## src/rtl/apb_gpio_pkg.sv

```systemverilog
// Shared definitions for the APB GPIO completer: register offsets, FSM encoding
// and the address decoder used by the top level.
package apb_gpio_pkg;

    localparam logic [31:0] OFF_DATA_OUT = 32'h00;
    localparam logic [31:0] OFF_DIR      = 32'h04;
    localparam logic [31:0] OFF_DATA_IN  = 32'h08;
    localparam logic [31:0] OFF_IRQ_EN   = 32'h0C;
    localparam logic [31:0] OFF_IRQ_STAT = 32'h10;
    localparam logic [31:0] OFF_ID       = 32'h14;

    localparam logic [31:0] DEFAULT_ID = 32'h4750494F;
    localparam int          CNT_W      = 4;

    typedef enum logic [1:0] {
        ST_IDLE   = 2'd0,
        ST_SETUP  = 2'd1,
        ST_ACCESS = 2'd2
    } fsm_state_e;

    typedef enum logic [2:0] {
        REG_DATA_OUT,
        REG_DIR,
        REG_DATA_IN,
        REG_IRQ_EN,
        REG_IRQ_STAT,
        REG_ID,
        REG_NONE
    } reg_sel_e;

    // Exact match only, so misaligned addresses fall through to REG_NONE.
    function automatic reg_sel_e decode(input logic [31:0] addr);
        case (addr)
            OFF_DATA_OUT: return REG_DATA_OUT;
            OFF_DIR:      return REG_DIR;
            OFF_DATA_IN:  return REG_DATA_IN;
            OFF_IRQ_EN:   return REG_IRQ_EN;
            OFF_IRQ_STAT: return REG_IRQ_STAT;
            OFF_ID:       return REG_ID;
            default:      return REG_NONE;
        endcase
    endfunction

endpackage

```

## src/rtl/apb_gpio_slave_if.sv

```systemverilog
// APB3 bus bundle between a requester (master) and a completer (slave).
interface apb_gpio_slave_if #(
    parameter int ADDR_W = 8
);
    logic              PSEL;
    logic              PENABLE;
    logic [ADDR_W-1:0] PADDR;
    logic              PWRITE;
    logic [31:0]       PWDATA;
    logic [31:0]       PRDATA;
    logic              PREADY;
    logic              PSLVERR;

    modport master (
        output PSEL, PENABLE, PADDR, PWRITE, PWDATA,
        input  PRDATA, PREADY, PSLVERR
    );

    modport slave (
        input  PSEL, PENABLE, PADDR, PWRITE, PWDATA,
        output PRDATA, PREADY, PSLVERR
    );
endinterface

```

## src/rtl/gpio_sync_edge.sv

```systemverilog
// Two-flop synchronizer for asynchronous pins plus a one-cycle rising-edge pulse
// derived from the synchronized value.
module gpio_sync_edge #(
    parameter int WIDTH = 8
) (
    input  logic             clk,
    input  logic             rst,
    input  logic [WIDTH-1:0] din,
    output logic [WIDTH-1:0] dout,
    output logic [WIDTH-1:0] rise
);
    logic [WIDTH-1:0] meta_q, sync_q, prev_q;

    // NOTE: sequential state uses non-blocking assignments so every flop samples
    // the pre-edge value of its neighbour; blocking here would collapse the chain.
    always_ff @(posedge clk) begin
        if (rst) begin
            meta_q <= '0;
            sync_q <= '0;
            prev_q <= '0;
        end else begin
            meta_q <= din;
            sync_q <= meta_q;
            prev_q <= sync_q;
        end
    end

    assign dout = sync_q;
    assign rise = sync_q & ~prev_q;
endmodule

```

## src/rtl/apb_gpio_slave.sv

```systemverilog
// APB3 completer exposing a GPIO bank: output data, direction, synchronized
// inputs and rising-edge interrupts, with programmable wait states and PSLVERR.
module apb_gpio_slave
    import apb_gpio_pkg::*;
#(
    parameter int          N_GPIO      = 8,
    parameter int          ADDR_W      = 8,
    parameter int          WAIT_CYCLES = 1,
    parameter logic [31:0] ID_VALUE    = DEFAULT_ID
) (
    input  logic                PCLK,
    input  logic                PRESET,
    apb_gpio_slave_if.slave     bus,
    input  logic [N_GPIO-1:0]   gpio_in,
    output logic [N_GPIO-1:0]   gpio_out,
    output logic [N_GPIO-1:0]   gpio_oe,
    output logic                irq
);
    localparam logic [CNT_W-1:0] WAIT_LOAD = CNT_W'(WAIT_CYCLES);

    fsm_state_e       state_q, state_d;
    logic [CNT_W-1:0] cnt_q, cnt_d;
    logic [N_GPIO-1:0] data_out_q, data_out_d;
    logic [N_GPIO-1:0] dir_q, dir_d;
    logic [N_GPIO-1:0] irq_en_q, irq_en_d;
    logic [N_GPIO-1:0] irq_stat_q, irq_stat_d;
    logic              irq_q, irq_d;

    logic [N_GPIO-1:0] data_in, rise, w1c_mask;
    logic [31:0]       rdata;
    reg_sel_e          sel;
    logic              access, in_xfer, done, violation, addr_err, commit;

    gpio_sync_edge #(.WIDTH(N_GPIO)) u_sync (
        .clk  (PCLK),
        .rst  (PRESET),
        .din  (gpio_in),
        .dout (data_in),
        .rise (rise)
    );

    assign sel       = decode(32'(bus.PADDR));
    assign addr_err  = (sel == REG_NONE) ||
                       (bus.PWRITE && (sel == REG_DATA_IN || sel == REG_ID));
    assign access    = bus.PSEL && bus.PENABLE;
    assign in_xfer   = (state_q == ST_SETUP) || (state_q == ST_ACCESS);
    assign done      = !PRESET && in_xfer && access && (cnt_q == '0);
    assign violation = !PRESET && (state_q == ST_IDLE) && access;
    assign commit    = done && !addr_err;

    // PREADY depends on the live bus so zero-wait and protocol errors answer in-cycle.
    assign bus.PREADY  = done || violation;
    assign bus.PSLVERR = violation || (done && addr_err);
    assign bus.PRDATA  = (commit && !bus.PWRITE) ? rdata : '0;

    always_comb begin
        // NOTE: every always_comb output gets a default first so no path infers a latch.
        rdata = '0;
        case (sel)
            REG_DATA_OUT: rdata = 32'(data_out_q);
            REG_DIR:      rdata = 32'(dir_q);
            REG_DATA_IN:  rdata = 32'(data_in);
            REG_IRQ_EN:   rdata = 32'(irq_en_q);
            REG_IRQ_STAT: rdata = 32'(irq_stat_q);
            REG_ID:       rdata = ID_VALUE;
            default:      rdata = '0;
        endcase
    end

    always_comb begin
        state_d = state_q;
        cnt_d   = cnt_q;
        case (state_q)
            ST_IDLE: begin
                if (bus.PSEL && !bus.PENABLE) begin
                    state_d = ST_SETUP;
                    cnt_d   = WAIT_LOAD;
                end
            end
            ST_SETUP, ST_ACCESS: begin
                if (!bus.PSEL) begin
                    state_d = ST_IDLE;
                end else if (!bus.PENABLE) begin
                    state_d = ST_SETUP;
                    cnt_d   = WAIT_LOAD;
                end else if (cnt_q == '0) begin
                    state_d = ST_IDLE;
                end else begin
                    state_d = ST_ACCESS;
                    cnt_d   = cnt_q - 1'b1;
                end
            end
            default: state_d = ST_IDLE;
        endcase
    end

    always_comb begin
        data_out_d = data_out_q;
        dir_d      = dir_q;
        irq_en_d   = irq_en_q;
        w1c_mask   = '0;
        if (commit && bus.PWRITE) begin
            case (sel)
                REG_DATA_OUT: data_out_d = bus.PWDATA[N_GPIO-1:0];
                REG_DIR:      dir_d      = bus.PWDATA[N_GPIO-1:0];
                REG_IRQ_EN:   irq_en_d   = bus.PWDATA[N_GPIO-1:0];
                REG_IRQ_STAT: w1c_mask   = bus.PWDATA[N_GPIO-1:0];
                default: ;
            endcase
        end
        // A pin edge in the same cycle as a clear keeps the status bit set.
        irq_stat_d = (irq_stat_q & ~w1c_mask) | rise;
        irq_d      = |(irq_stat_q & irq_en_q);
    end

    always_ff @(posedge PCLK) begin
        if (PRESET) begin
            state_q    <= ST_IDLE;
            cnt_q      <= '0;
            data_out_q <= '0;
            dir_q      <= '0;
            irq_en_q   <= '0;
            irq_stat_q <= '0;
            irq_q      <= 1'b0;
        end else begin
            state_q    <= state_d;
            cnt_q      <= cnt_d;
            data_out_q <= data_out_d;
            dir_q      <= dir_d;
            irq_en_q   <= irq_en_d;
            irq_stat_q <= irq_stat_d;
            irq_q      <= irq_d;
        end
    end

    assign gpio_out = data_out_q;
    assign gpio_oe  = dir_q;
    assign irq      = irq_q;

    // Write-data bits above the pin count are intentionally ignored.
    logic unused_pwdata;
    assign unused_pwdata = ^bus.PWDATA;
endmodule
```

## src/flat_wrapper.sv

```systemverilog
// flat-port wrapper written by rule: the top's interface ports become plain ports
module apb_gpio_slave_flat import apb_gpio_pkg::*;
#(
    parameter int          N_GPIO      = 8,
    parameter int          ADDR_W      = 8,
    parameter int          WAIT_CYCLES = 1,
    parameter logic [31:0] ID_VALUE    = DEFAULT_ID
)
  (PCLK, PRESET, gpio_in, gpio_out, gpio_oe, irq, bus_PSEL, bus_PENABLE, bus_PADDR, bus_PWRITE, bus_PWDATA, bus_PRDATA, bus_PREADY, bus_PSLVERR);
  apb_gpio_slave_if #(.ADDR_W(ADDR_W)) bus_i ();
  input  logic PCLK;
  input  logic PRESET;
  input  logic [N_GPIO-1:0] gpio_in;
  output logic [N_GPIO-1:0] gpio_out;
  output logic [N_GPIO-1:0] gpio_oe;
  output logic irq;
  input wire logic [$bits(bus_i.PSEL)-1:0] bus_PSEL;
  input wire logic [$bits(bus_i.PENABLE)-1:0] bus_PENABLE;
  input wire logic [$bits(bus_i.PADDR)-1:0] bus_PADDR;
  input wire logic [$bits(bus_i.PWRITE)-1:0] bus_PWRITE;
  input wire logic [$bits(bus_i.PWDATA)-1:0] bus_PWDATA;
  output wire logic [$bits(bus_i.PRDATA)-1:0] bus_PRDATA;
  output wire logic [$bits(bus_i.PREADY)-1:0] bus_PREADY;
  output wire logic [$bits(bus_i.PSLVERR)-1:0] bus_PSLVERR;
  assign bus_i.PSEL = bus_PSEL;
  assign bus_i.PENABLE = bus_PENABLE;
  assign bus_i.PADDR = bus_PADDR;
  assign bus_i.PWRITE = bus_PWRITE;
  assign bus_i.PWDATA = bus_PWDATA;
  assign bus_PRDATA = bus_i.PRDATA;
  assign bus_PREADY = bus_i.PREADY;
  assign bus_PSLVERR = bus_i.PSLVERR;
  apb_gpio_slave #(.N_GPIO(N_GPIO), .ADDR_W(ADDR_W), .WAIT_CYCLES(WAIT_CYCLES), .ID_VALUE(ID_VALUE)) u_core (.PCLK(PCLK), .PRESET(PRESET), .bus(bus_i), .gpio_in(gpio_in), .gpio_out(gpio_out), .gpio_oe(gpio_oe), .irq(irq));
endmodule
```

## config.mk

```make
export PLATFORM = sky130hd
export DESIGN_NAME = apb_gpio_slave_flat
export DESIGN_NICKNAME = d
export VERILOG_FILES = /design/src/rtl/apb_gpio_pkg.sv /design/src/rtl/apb_gpio_slave_if.sv /design/src/rtl/gpio_sync_edge.sv /design/src/rtl/apb_gpio_slave.sv /design/src/flat_wrapper.sv
export SDC_FILE = /design/constraint.sdc
export NUM_CORES = 1
export LEC_CHECK = 0
export BUFFER_PORTS_ARGS = -buffer_cell sky130_fd_sc_hd__clkbuf_2
export CAP_MARGIN = 20
export CORE_AREA = 2 2 91 93
export CTS_CLUSTER_DIAMETER = 200
export DETAILED_ROUTE_END_ITERATION = 10
export DIE_AREA = 0 0 93 95
export SLEW_MARGIN = 20
export SYNTH_ARGS = -nofsm -noshare
export SYNTH_HDL_FRONTEND = slang
export SYNTH_SLANG_ARGS = --single-unit
export TNS_END_PERCENT = 30
```

## constraint.sdc

```tcl
create_clock -name PCLK -period 2.6 [get_ports PCLK]
set_input_delay 0 -clock PCLK [delete_from_list [all_inputs] [get_ports PCLK]]
set_output_delay 0 -clock PCLK [all_outputs]
set_load 0.05 [all_outputs]
```

==> reports/qor.txt, run 1 <==
====================================================================================
Launching point of the worst reg2reg path ............................. u_core.cnt_q[0]
Synth Instances .......................................................          340
Area Overhead vs Synth ................................................        26.5%
Count of antenna-violating nets left after detailed routing ...........            0
Number of nets in the finished design .................................          474
Start-to-end type of the worst setup path ............................. flop to output pin
Number of library cell types mapped by synthesis ......................           42
Wire length of the first global-routing pass ..........................     11300 um
Arrival time of the worst setup path ..................................      2.42 ns
Synth area leaders .................................................... dfxtp_1 (41%), mux2i_1 (11%), nor2b_1 (7.6%)
Final Max Slew Viols ..................................................            0
Clock tree from TritonCTS .............................................         done
Initial core utilization ..............................................        38.5%
Number of storage elements in the synthesis netlist ...................           63
Top-level port count ..................................................          104
Port-buffer cells .....................................................           64
Proportion of synthesized flip-flops having asynchronous set or reset .           0%
Seq/Total Area, Yosys .................................................        41.3%
Depth of the worst register-to-register path ..........................            7
CTS Root Buffer Type ..................................................     clkbuf_8
Antenna diode count ...................................................            0
Source-to-sink clock delay at the later pin of the worst-skew pair ....      0.34 ns
Flip-flop cell with the highest count after synthesis .................      dfxtp_1
Setup repair after global routing missed its margin ...................        false
# Max-Cap Violations ..................................................            0
Grt total ovfl ........................................................            0
Maximum vdd ir drop ...................................................     0.283 mV
Most frequent cells in the layout ..................................... dfxtp_1 (63), clkbuf_2 (56), nor2_1 (44)
Die Y .................................................................        95 um
Max Clk Rate ..........................................................    0.413 GHz
Clock buffers created by TritonCTS ....................................            9
Startpoint type of the worst setup path ...............................         flop
Total Power ...........................................................      2070 uW
Setup slack, reg-to-reg ...............................................      0.56 ns
Weighted congestion at the end of routability-driven global placement .        0.844
Area of combinational cells with multiple inputs ......................    1580 um^2
Largest area contributor in the netlist ...............................      dfxtp_1
Required time of the critical path ....................................      2.60 ns
Std-Cell Rows .........................................................           33
Number of fill cells in the layout ....................................          787
Element type at the critical path end .................................   output pin
Worst-margin pin slew .................................................     0.723 ns
Global-route usage over all layers ....................................        16.6%
Post-detailed-route DRC marker count ..................................            0
Critical Path Max Stage Delay .........................................      0.42 ns
Wirelength per Cell ...................................................      13.5 um
Post-synthesis average cell area ......................................    8.98 um^2
Final Cycle Share .....................................................        93.1%
Total number of H-tree levels .........................................            3
Final Routed Wirelength ...............................................      7120 um
Die boundary width ....................................................        93 um
Portion of synthesized cell area occupied by the leading cell type ....        41.3%
Detailed placer's ending HPWL .........................................      5120 um
Hold WC Path Type ..................................................... primary input to flop
Standby leakage power .................................................   0.00164 uW
Area of the die .......................................................    8840 um^2
Synthesis Warnings ....................................................            0
Number of antenna violations at the first check in global routing .....            0
CP cell instances ..................................................... inv_1 > ha_1 > or3b_1 > nor3_1 > and4_1 > clkbuf_2
Power Dens Cells ......................................................  536 nW/um^2
Most common cell after layout, fill and taps aside ....................      dfxtp_1
Fin crit period .......................................................      2.42 ns
Count of flip-flops with a built-in enable after synthesis ............            0
Netlist area before placement .........................................    3050 um^2
Run status ............................................................ finished clean
DR vias ...............................................................         2544
Setup violators final .................................................            0
Pin count of the biggest net entering global routing ..................           64
Critical path's slowest cell ..........................................       or3b_1
Final sum of negative setup slack .....................................         0 ns
Count of TritonRoute iterations in the first routing pass .............            4
Worst-path fanout max .................................................            9
R2R Path End .......................................................... u_core.gpio_out[2]
Average via count per standard cell ...................................         4.84
Initial drt markers ...................................................          136
CP Launch Point ....................................................... u_core.cnt_q[0]
Skew final ............................................................   0.00984 ns
CTS max path bufs .....................................................            2
Critical path endpoint ................................................ bus_PRDATA[22]
Clock-pin slew on the worst setup and hold paths ......................      0.08 ns
Sequential Area .......................................................    1260 um^2
Total number of clock tree sinks ......................................           63
Final Hold Vio Count ..................................................            0
Vias in the first global route ........................................         2282
Worst slew slack as a fraction of its limit ...........................        51.6%
Proportion of layout cells with a drive suffix above 1 ................        22.6%
Std-Cell Core Area ....................................................    7930 um^2
====================================================================================
[worst max-delay path: cells and delay by family, from the launching register on]
kind | cells | cell delay [ns]
and+or+nand+nor | 3 | 1.15
buffers and inverters | 2 | 0.44
DFF | 1 | 0.32
adders and majority gates | 1 | 0.18
[synth_stat cells, types with 2 or more instances]
cell type  number
a211oi_1        2
a21oi_1        14
a222oi_1        3
a22o_1          3
a22oi_1         4
a311oi_1        8
a31oi_1         4
and2_1          2
and4_1          3
buf_1           2
buf_2           6
buf_4          24
buf_6           2
clkbuf_1        4
dfxtp_1        63
ha_1            5
inv_1           5
mux2i_1        33
nand2_1        17
nand2b_1        9
nand3_1         2
nand3b_1        2
nor2_1         44
nor2b_1        37
nor3_1          6
nor3b_1         3
o21ai_0        12
o21ai_1         3
or3_1           3
or3b_1          3
[kinds of logic (layout without fill, tap and decap cells)]
family	count (synthesis)	in the layout	synth area share, %
AO/OA/AOI/OAI	57	57	12.4
buffers and inverters	43	110	8.97
other	1	15	0.123
AND/OR/NAND/NOR	138	138	24.3
adder cells (fa/ha/maj)	5	5	2.05
multiplexers	33	33	10.8
flip-flops	63	63	41.3
[flip-flops by register name (all words and copies together), names as in the netlist]
register	cells
u_core.gpio_oe	8
u_core.u_sync.dout	8
u_core.cnt_q	4
u_core.irq	1
u_core.irq_stat_q	8
u_core.u_sync.meta_q	8
u_core.gpio_out	8
u_core.u_sync.prev_q	8
u_core.state_q	2
u_core.irq_en_q	8
[where the power goes]
part | total [uW] | internal [uW] | switching [uW]
combinational | 210 | 74.4 | 136
sequential | 1000 | 989 | 13.4
clock | 857 | 452 | 405
total | 2070 | 1520 | 555
[final cells by class]
cell class              count  share of cell area [%]
well taps                 105                    3.40
multi-input cells         248                    40.8
repair buffers             89                    17.3
flip-flops and latches     63                    32.7
inverters                   5                   0.486
clock buffers               9                    3.21
clock inverters             7                    2.11
[metal layers]
metal	GRT usage (%)	wire, um	vias to the layer above
li1	-	-	1299
met1	22.4	3540	1163
met2	25.8	3150	76
met3	3.59	374	6
met4	7.35	52	0
met5	0	0	-
[through the flow]
stage	utilization, %	cell area, um^2	hold WS (ns)	setup slack [ns]	std cells
floorplan	-	3110	0.109	0.0369	354
global placement	44.0	3490	0.209	0.0624	494
detailed placement	44.0	3490	0.213	0.0401	494
CTS	48.6	3860	0.0204	0.0807	526
global route	48.7	3860	0.0522	0.0102	526
finish	48.7	3860	0.0442	0.179	526
[worst min path at each step]
| stage | start | to | slack, ns | cells past startpoint |
|---|---|---|---|---|
| after floorplan | bus_PWDATA[0] | u_core.irq_stat_q[0] | 0.11 | 1 |
| after global placement | gpio_in[4] | u_core.u_sync.meta_q[4] | 0.21 | 2 |
| after detailed placement | gpio_in[7] | u_core.u_sync.meta_q[7] | 0.21 | 2 |
| after CTS | bus_PSEL | u_core.state_q[0] | 0.02 | 4 |
| after global routing | bus_PSEL | u_core.state_q[0] | 0.05 | 4 |
| final | bus_PSEL | u_core.state_q[0] | 0.04 | 4 |
[repair_timing]
action	CTS	global route
endpoints found under the setup margin	0	6
endpoints found under the hold margin	40	0
buffers inserted	0	0
hold buffers	16	0
gates resized for setup	0	2
Note: power is estimated with default switching activity, not from simulation.
==> run 2, diff against run 1 <==
--- a/config.mk
+++ b/config.mk
@@ -7,10 +7,13 @@
 export LEC_CHECK = 0
 export BUFFER_PORTS_ARGS = -buffer_cell sky130_fd_sc_hd__clkbuf_2
 export CAP_MARGIN = 20
-export CORE_AREA = 2 2 91 93
+export CELL_PAD_IN_SITES_DETAIL_PLACEMENT = 1
+export CELL_PAD_IN_SITES_GLOBAL_PLACEMENT = 1
+export CORE_AREA = 2 2 94 96
 export CTS_CLUSTER_DIAMETER = 200
 export DETAILED_ROUTE_END_ITERATION = 10
-export DIE_AREA = 0 0 93 95
+export DIE_AREA = 0 0 96 98
+export PLACE_DENSITY_LB_ADDON = 0.1
 export SLEW_MARGIN = 20
 export SYNTH_ARGS = -nofsm -noshare
 export SYNTH_HDL_FRONTEND = slang
==> reports/qor.txt, run 2 (same netlist as run 1, synthesis figures left out) <==
====================================================================================
Run status ............................................................ finished clean
Worst slew slack as a fraction of its limit ...........................        53.1%   +1.5 points
DR vias ...............................................................         2620   +3.0%
CTS max path bufs .....................................................            2   unchanged
Average via count per standard cell ...................................         4.95   +2.4%
Port-buffer cells .....................................................           64   unchanged
Antenna diode count ...................................................            0   unchanged
Post-route design area ................................................    3920 um^2   +1.4%
Vias in the first global route ........................................         2526   +11%
# Max-Cap Violations ..................................................            0   unchanged
Weighted congestion at the end of routability-driven global placement .        0.817   -3.2%
Post-detailed-route DRC marker count ..................................            0   unchanged
Initial core utilization ..............................................        36.1%   -2.4 points
Met2 track demand over resource in global routing .....................        27.7%   +1.9 points
Launching point of the worst reg2reg path ............................. u_core.cnt_q[0]
Standby leakage power .................................................   0.00166 uW   +0.97%
Hold WC Path Type ..................................................... primary input to flop
Most common cell after layout, fill and taps aside ....................      dfxtp_1
Source-to-sink clock delay at the later pin of the worst-skew pair ....      0.34 ns   about the same
Clock-pin slew on the worst setup and hold paths ......................      0.07 ns   about the same
Count of TritonRoute iterations in the first routing pass .............            5   +1
Startpoint type of the worst setup path ............................... primary input
Clock tree from TritonCTS .............................................         done
Met3 layer usage reported by global route .............................        4.40%   +0.81 points
Std-Cell Core Area ....................................................    8470 um^2   +6.8%
Buffers inserted during post-CTS setup optimization ...................            0   unchanged
Final sum of negative setup slack .....................................         0 ns   unchanged
Cell internal pwr .....................................................      1700 uW   +12%
Final Routed Wirelength ...............................................      8250 um   +16%
Post-placement cell area ..............................................    3480 um^2   -0.32%
Final Cycle Share .....................................................        94.4%   +1.3 points
Initial drt markers ...................................................          115   -15%
Start-to-end type of the worst setup path ............................. primary input to output pin
Top-level port count ..................................................          104   unchanged
Maximum vdd ir drop ...................................................     0.366 mV   +29%
Proportion of layout cells with a drive suffix above 1 ................        23.8%   +1.2 points
Net Sw Power ..........................................................       562 uW   +1.3%
Pin count of the biggest net entering global routing ..................           64   unchanged
Most frequent cells in the layout ..................................... dfxtp_1 (63), clkbuf_2 (56), nor2_1 (44)
Grt total ovfl ........................................................            0   unchanged
Worst-margin pin slew .................................................     0.701 ns   -0.0223 ns
Setup slack, reg-to-reg ...............................................      0.37 ns   -0.19 ns
Depth of the worst register-to-register path ..........................            7   unchanged
Area Overhead vs Synth ................................................        28.2%
Wirelength per Cell ...................................................      15.6 um   +15%
Total number of H-tree levels .........................................            3   unchanged
Worst-path fanout max .................................................            8   -1
Number of antenna violations at the first check in global routing .....            0   unchanged
Gate power share ......................................................         9.7%   -0.5 points
Fin crit period .......................................................      2.45 ns   +0.0338 ns
Die boundary width ....................................................        96 um   +3.2%
CP Launch Point ....................................................... bus_PADDR[5]
Placed cells ..........................................................          497   +0.61%
Worst setup margin ....................................................     0.145 ns   -0.0338 ns
Global-route usage over all layers ....................................        18.5%   +1.9 points
Final Hold Vio Count ..................................................            0   unchanged
Clock buffers created by TritonCTS ....................................            9   unchanged
Count of antenna-violating nets left after detailed routing ...........            0   unchanged
Met1 Use GR ...........................................................        26.6%   +4.2 points
Number of nets in the finished design .................................          474   unchanged
Cell Count, Final, Fillers Out ........................................          529   +0.57%
Switching power as a share of total power .............................        24.8%   -2.0 points
Power Dens Cells ......................................................  578 nW/um^2   +7.9%
Arrival time of the worst setup path ..................................      2.45 ns   +0.03 ns
Detailed placer's ending HPWL .........................................      5850 um   +14%
Register share of total power .........................................        44.3%   -4.1 points
GRT busiest layer .....................................................         met2
Element type at the critical path end .................................   output pin
Post-place setup slack ................................................     0.118 ns   +0.0782 ns
Max Clk Rate ..........................................................    0.407 GHz   -1.4%
Std-Cell Rows .........................................................           34   +3.0%
Total number of clock tree sinks ......................................           63   unchanged
Setup repair after global routing missed its margin ...................        false
Clock group share of total power ......................................        46.0%   +4.6 points
Final Max Slew Viols ..................................................            0   unchanged
Critical path endpoint ................................................ bus_PRDATA[0]
R2R Path End .......................................................... u_core.gpio_out[0]
Required time of the critical path ....................................      2.60 ns   about the same
Setup violators final .................................................            0   unchanged
CTS Root Buffer Type ..................................................     clkbuf_8
Area of the die .......................................................    9410 um^2   +6.5%
Skew final ............................................................   0.00783 ns   -0.00202 ns
Die Y .................................................................        98 um   +3.2%
Wire length of the first global-routing pass ..........................     13400 um   +18%
====================================================================================
-- run 2: cell count changes in the layout (fill, tap and decap cells not counted), moves of 2 or more --
cell	delta
nor3_1	-2
bufinv_16	+2
clkinv_4	-4
nor3_2	+2
-- run 2: worst min-delay path by stage --
stage | to | slack, ns | from | cells past startpoint
global placement | u_core.u_sync.meta_q[4] | 0.21 | gpio_in[4] | 2
finish | u_core.state_q[0] | 0.04 | bus_PSEL | 4
CTS | u_core.state_q[0] | 0.03 | bus_PSEL | 4
floorplan | u_core.irq_stat_q[0] | 0.11 | bus_PWDATA[0] | 1
detailed placement | u_core.u_sync.meta_q[5] | 0.21 | gpio_in[5] | 2
global route | u_core.state_q[0] | 0.07 | bus_PSEL | 4
-- run 2: routing by layer --
| metal | vias to the layer above | share of wire [%] |
|---|---|---|
| li1 | 1297 | - |
| met1 | 1250 | 50 |
| met2 | 66 | 45 |
| met3 | 7 | 4.2 |
| met4 | 0 | 1.0 |
| met5 | - | 0 |
-- run 2: critical path, cell delays in order --
cell	delay, ns
clkbuf_2	0.09
or3_1	0.49
nor4_4	0.24
nand2_1	0.09
ha_1	0.28
or3b_1	0.43
buf_4	0.19
nor2_1	0.10
o21ai_0	0.10
a21oi_1	0.25
buf_12	0.18
-- run 2: area by class of cell --
type | instances | area [um^2]
clock buffers | 9 | 124
clock inverters | 7 | 119
fillers | 1019 | 4550
inverters | 5 | 18.8
multi-input cells | 248 | 1600
flip-flops and latches | 63 | 1260
well taps | 108 | 135
repair buffers | 89 | 653
-- run 2: power by group through the flow --
stage / Sequential (uW) / Combinational [uW] / Clock (uW)
floorplan: 1020 / 158 / 0
global placement: 1020 / 193 / 0
detailed placement: 1020 / 197 / 0
CTS: 1000 / 216 / 1070
global route: 1010 / 241 / 1120
finish: 1000 / 219 / 1040
-- run 2: repair_timing --
item / 4_1_cts / 5_1_grt
hold endpoints to repair: 36 / 0
setup endpoints to repair: 0 / 17
gates resized for setup: 0 / 9
hold buffers: 16 / 0
-- run 2: metrics by stage --
step | total power, uW | hold WS, ns | utilization (%)
2_1_floorplan | 1180 | 0.109 | -
3_3_place_gp | 1220 | 0.206 | 41.1
3_5_place_dp | 1220 | 0.215 | 41.1
4_1_cts | 2290 | 0.0287 | 45.9
5_1_grt | 2360 | 0.0717 | 46.2
6_report | 2260 | 0.0441 | 46.2
==> run 3, diff against run 2 <==
--- a/config.mk
+++ b/config.mk
@@ -5,15 +5,16 @@
 export SDC_FILE = /design/constraint.sdc
 export NUM_CORES = 1
 export LEC_CHECK = 0
+export ABC_AREA = 1
 export BUFFER_PORTS_ARGS = -buffer_cell sky130_fd_sc_hd__clkbuf_2
 export CAP_MARGIN = 20
 export CELL_PAD_IN_SITES_DETAIL_PLACEMENT = 1
 export CELL_PAD_IN_SITES_GLOBAL_PLACEMENT = 1
-export CORE_AREA = 2 2 94 96
+export CORE_AREA = 2 2 100 102
 export CTS_CLUSTER_DIAMETER = 200
 export DETAILED_ROUTE_END_ITERATION = 10
-export DIE_AREA = 0 0 96 98
-export PLACE_DENSITY_LB_ADDON = 0.1
+export DIE_AREA = 0 0 102 104
+export PLACE_DENSITY = 0.85
 export SLEW_MARGIN = 20
 export SYNTH_ARGS = -nofsm -noshare
 export SYNTH_HDL_FRONTEND = slang
==> reports/qor.txt, run 3 <==
====================================================================================
Die boundary width ....................................................       102 um   +6.3%
Standby leakage power .................................................   0.00199 uW   +20%
Pin count of the biggest net entering global routing ..................           35   -45%
DR vias ...............................................................         3150   +20%
CTS Root Buffer Type ..................................................     clkbuf_8
Count of TritonRoute iterations in the first routing pass .............            5   unchanged
Proportion of synthesized flip-flops having asynchronous set or reset .           0%   unchanged
Netlist area before placement .........................................    3240 um^2   +6.1%
Final Routed Wirelength ...............................................      8820 um   +7.0%
Largest area contributor in the netlist ...............................      dfxtp_1
Worst-path fanout max .................................................            8   unchanged
Final Hold Vio Count ..................................................            0   unchanged
Wirelength per Cell ...................................................      12.3 um   -21%
Number of fill cells in the layout ....................................         1303   +28%
Dominant combinational cell family by area after synthesis ............ simple AND/OR/NAND/NOR gates
Detailed placer's ending HPWL .........................................      6700 um   +14%
Fin crit period .......................................................      2.40 ns   -0.0533 ns
Power Dens Cells ......................................................  572 nW/um^2   -1.1%
Startpoint type of the worst setup path ...............................         flop
Portion of synthesized cell area occupied by the leading cell type ....        38.9%   -2.4 points
Buffers inserted during post-CTS setup optimization ...................            0   unchanged
Clock-pin slew on the worst setup and hold paths ......................      0.06 ns   about the same
# Max-Cap Violations ..................................................            0   unchanged
Final Max Slew Viols ..................................................            0   unchanged
Synthesis Warnings ....................................................            0   unchanged
Count of antenna-violating nets left after detailed routing ...........            0   unchanged
Final Cycle Share .....................................................        92.4%   -2.1 points
Synth Instances .......................................................          496   +46%
Port-buffer cells .....................................................           64   unchanged
Average via count per standard cell ...................................         4.40   -11%
Clock tree from TritonCTS .............................................         done
Clock buffers created by TritonCTS ....................................            9   unchanged
Global-route usage over all layers ....................................        17.8%   -0.73 points
Hold WC Path Type ..................................................... primary input to flop
Setup repair after global routing missed its margin ...................        false
Total Power ...........................................................      2310 uW   +1.8%
Most common cell in the netlist .......................................      nand2_1
Die Y .................................................................       104 um   +6.1%
Post-Synth Adder-Cell Area ............................................        1.93%   -0.12 points
Multiplexer share of the synthesized area .............................           0%   -11 points
Antenna diode count ...................................................            0   unchanged
Top-level port count ..................................................          104   unchanged
Number of storage elements in the synthesis netlist ...................           63   unchanged
CTS max path bufs .....................................................            2   unchanged
Wire length of the first global-routing pass ..........................     14900 um   +11%
Start-to-end type of the worst setup path ............................. flop to output pin
Cell types with the highest counts after synthesis .................... nand2_1 (140), nor2_1 (105), inv_1 (79), dfxtp_1 (63), buf_4 (23)
Post-detailed-route DRC marker count ..................................            0   unchanged
Most frequent cells in the layout ..................................... nand2_1 (139), nor2_1 (104), inv_1 (79)
Proportion of layout cells with a drive suffix above 1 ................        18.4%   -5.4 points
Synthesized-area fraction occupied by xor and xnor cells ..............       0.270%   +0.27 points
Max Clk Rate ..........................................................    0.416 GHz   +2.2%
Arrival time of the worst setup path ..................................      2.40 ns   -0.05 ns
Area of the die .......................................................   10600 um^2   +13%
Setup violators final .................................................            0   unchanged
Simple-gate share of the synthesized area .............................        36.9%   +13 points
Vias in the first global route ........................................         3195   +26%
Compound-gate portion of the synthesized area .........................        6.10%   -6.3 points
Run status ............................................................ finished clean
Seq/Total Area, Yosys .................................................        38.9%   -2.4 points
Total number of clock tree sinks ......................................           63   unchanged
Synth area leaders .................................................... dfxtp_1 (39%), nand2_1 (16%), nor2_1 (12%)
Area Overhead vs Synth ................................................        24.4%
Source-to-sink clock delay at the later pin of the worst-skew pair ....      0.35 ns   about the same
Weighted congestion at the end of routability-driven global placement .        0.889   +8.8%
Initial core utilization ..............................................        33.9%   -2.1 points
Grt total ovfl ........................................................            0   unchanged
Number of library cell types mapped by synthesis ......................           30   -29%
Post-synthesis average cell area ......................................    6.54 um^2   -27%
Std-Cell Core Area ....................................................    9550 um^2   +13%
Sequential Area .......................................................    1260 um^2   unchanged
Maximum vdd ir drop ...................................................     0.247 mV   -33%
Most common cell after layout, fill and taps aside ....................      nand2_1
Std-Cell Rows .........................................................           36   +5.9%
Skew final ............................................................    0.0134 ns   +0.00553 ns
Number of antenna violations at the first check in global routing .....            0   unchanged
Flip-flop cell with the highest count after synthesis .................      dfxtp_1
Total number of H-tree levels .........................................            3   unchanged
Number of nets in the finished design .................................          636   +34%
Element type at the critical path end .................................   output pin
Final sum of negative setup slack .....................................         0 ns   unchanged
Required time of the critical path ....................................      2.60 ns   about the same
Count of flip-flops with a built-in enable after synthesis ............            0   unchanged
Area of combinational cells with multiple inputs ......................    1530 um^2   -4.8%
Initial drt markers ...................................................           73   -37%
====================================================================================
-- run 3: path summary, 6_finish.rpt --
kind	slack, ns	endpoint	cells past startpoint	from
setup reg to reg	0.51	u_core.gpio_out[6]	10	u_core.state_q[0]
hold / removal	0.12	u_core.state_q[0]	5	bus_PENABLE
setup / recovery	0.20	bus_PRDATA[4]	9	u_core.state_q[0]
hold reg to reg	0.40	u_core.u_sync.dout[3]	2	u_core.u_sync.meta_q[3]
-- run 3: cells by family (layout without fill, tap and decap cells) --
logic type                 after synthesis  in the layout
adders and majority gates                5              5
buffers and inverters                  113            186
AOI/OAI and AO/OA                       33             33
DFF                                     63             63
and+or+nand+nor                        280            280
other                                    1             15
xor gates and xnor gates                 1              1
-- run 3: power by group --
part	switching, uW	total [uW]	internal, uW
logic	202	293	91.0
registers	20.7	1020	1000
clock network	399	989	590
total	622	2310	1680
-- run 3: final cells by class --
class	count	area share [%]
clock buffers	11	3.75
clock inverters	5	1.99
inverters	84	7.82
multi-input cells	334	37.9
flip-flops and latches	63	31.3
well taps	133	4.13
repair buffers	86	13.2
-- run 3: per-layer routing --
metal / wire (um) / GRT usage [%]
met4: 191 / 8.38
met3: 361 / 2.89
met1: 3850 / 21.3
met2: 4420 / 30.5
met5: 0 / 0
-- run 3: repair_timing --
| item | in CTS | in global routing |
|---|---|---|
| hold endpoints to repair | 18 | 0 |
| resized for setup | 0 | 5 |
| hold buffers | 18 | 0 |
| setup endpoints to repair | 0 | 11 |
-- run 3: stage by stage --
step                      setup WS, ns  hold slack, ns  utilization (%)  std cells  instance area (um^2)
after floorplan                0.00924           0.107                -        510                  3300
after detailed placement         0.274           0.199             37.9        682                  3620
after CTS                        0.214           0.105             42.2        716                  4030
after global placement           0.410           0.200             37.9        682                  3620
final                            0.198           0.122             42.2        716                  4030
after global routing           0.00397           0.143             42.2        716                  4030
-- run 3: worst max-delay path, stage by stage, from the launching register on --
cell and delay (ns):
dfxtp_1 0.37, inv_1 0.07, ha_1 0.33, nand2_1 0.11, nor4_1 0.25, buf_4 0.18, nand3_1 0.14, buf_4 0.20
nor2_1 0.11, clkbuf_2 0.29
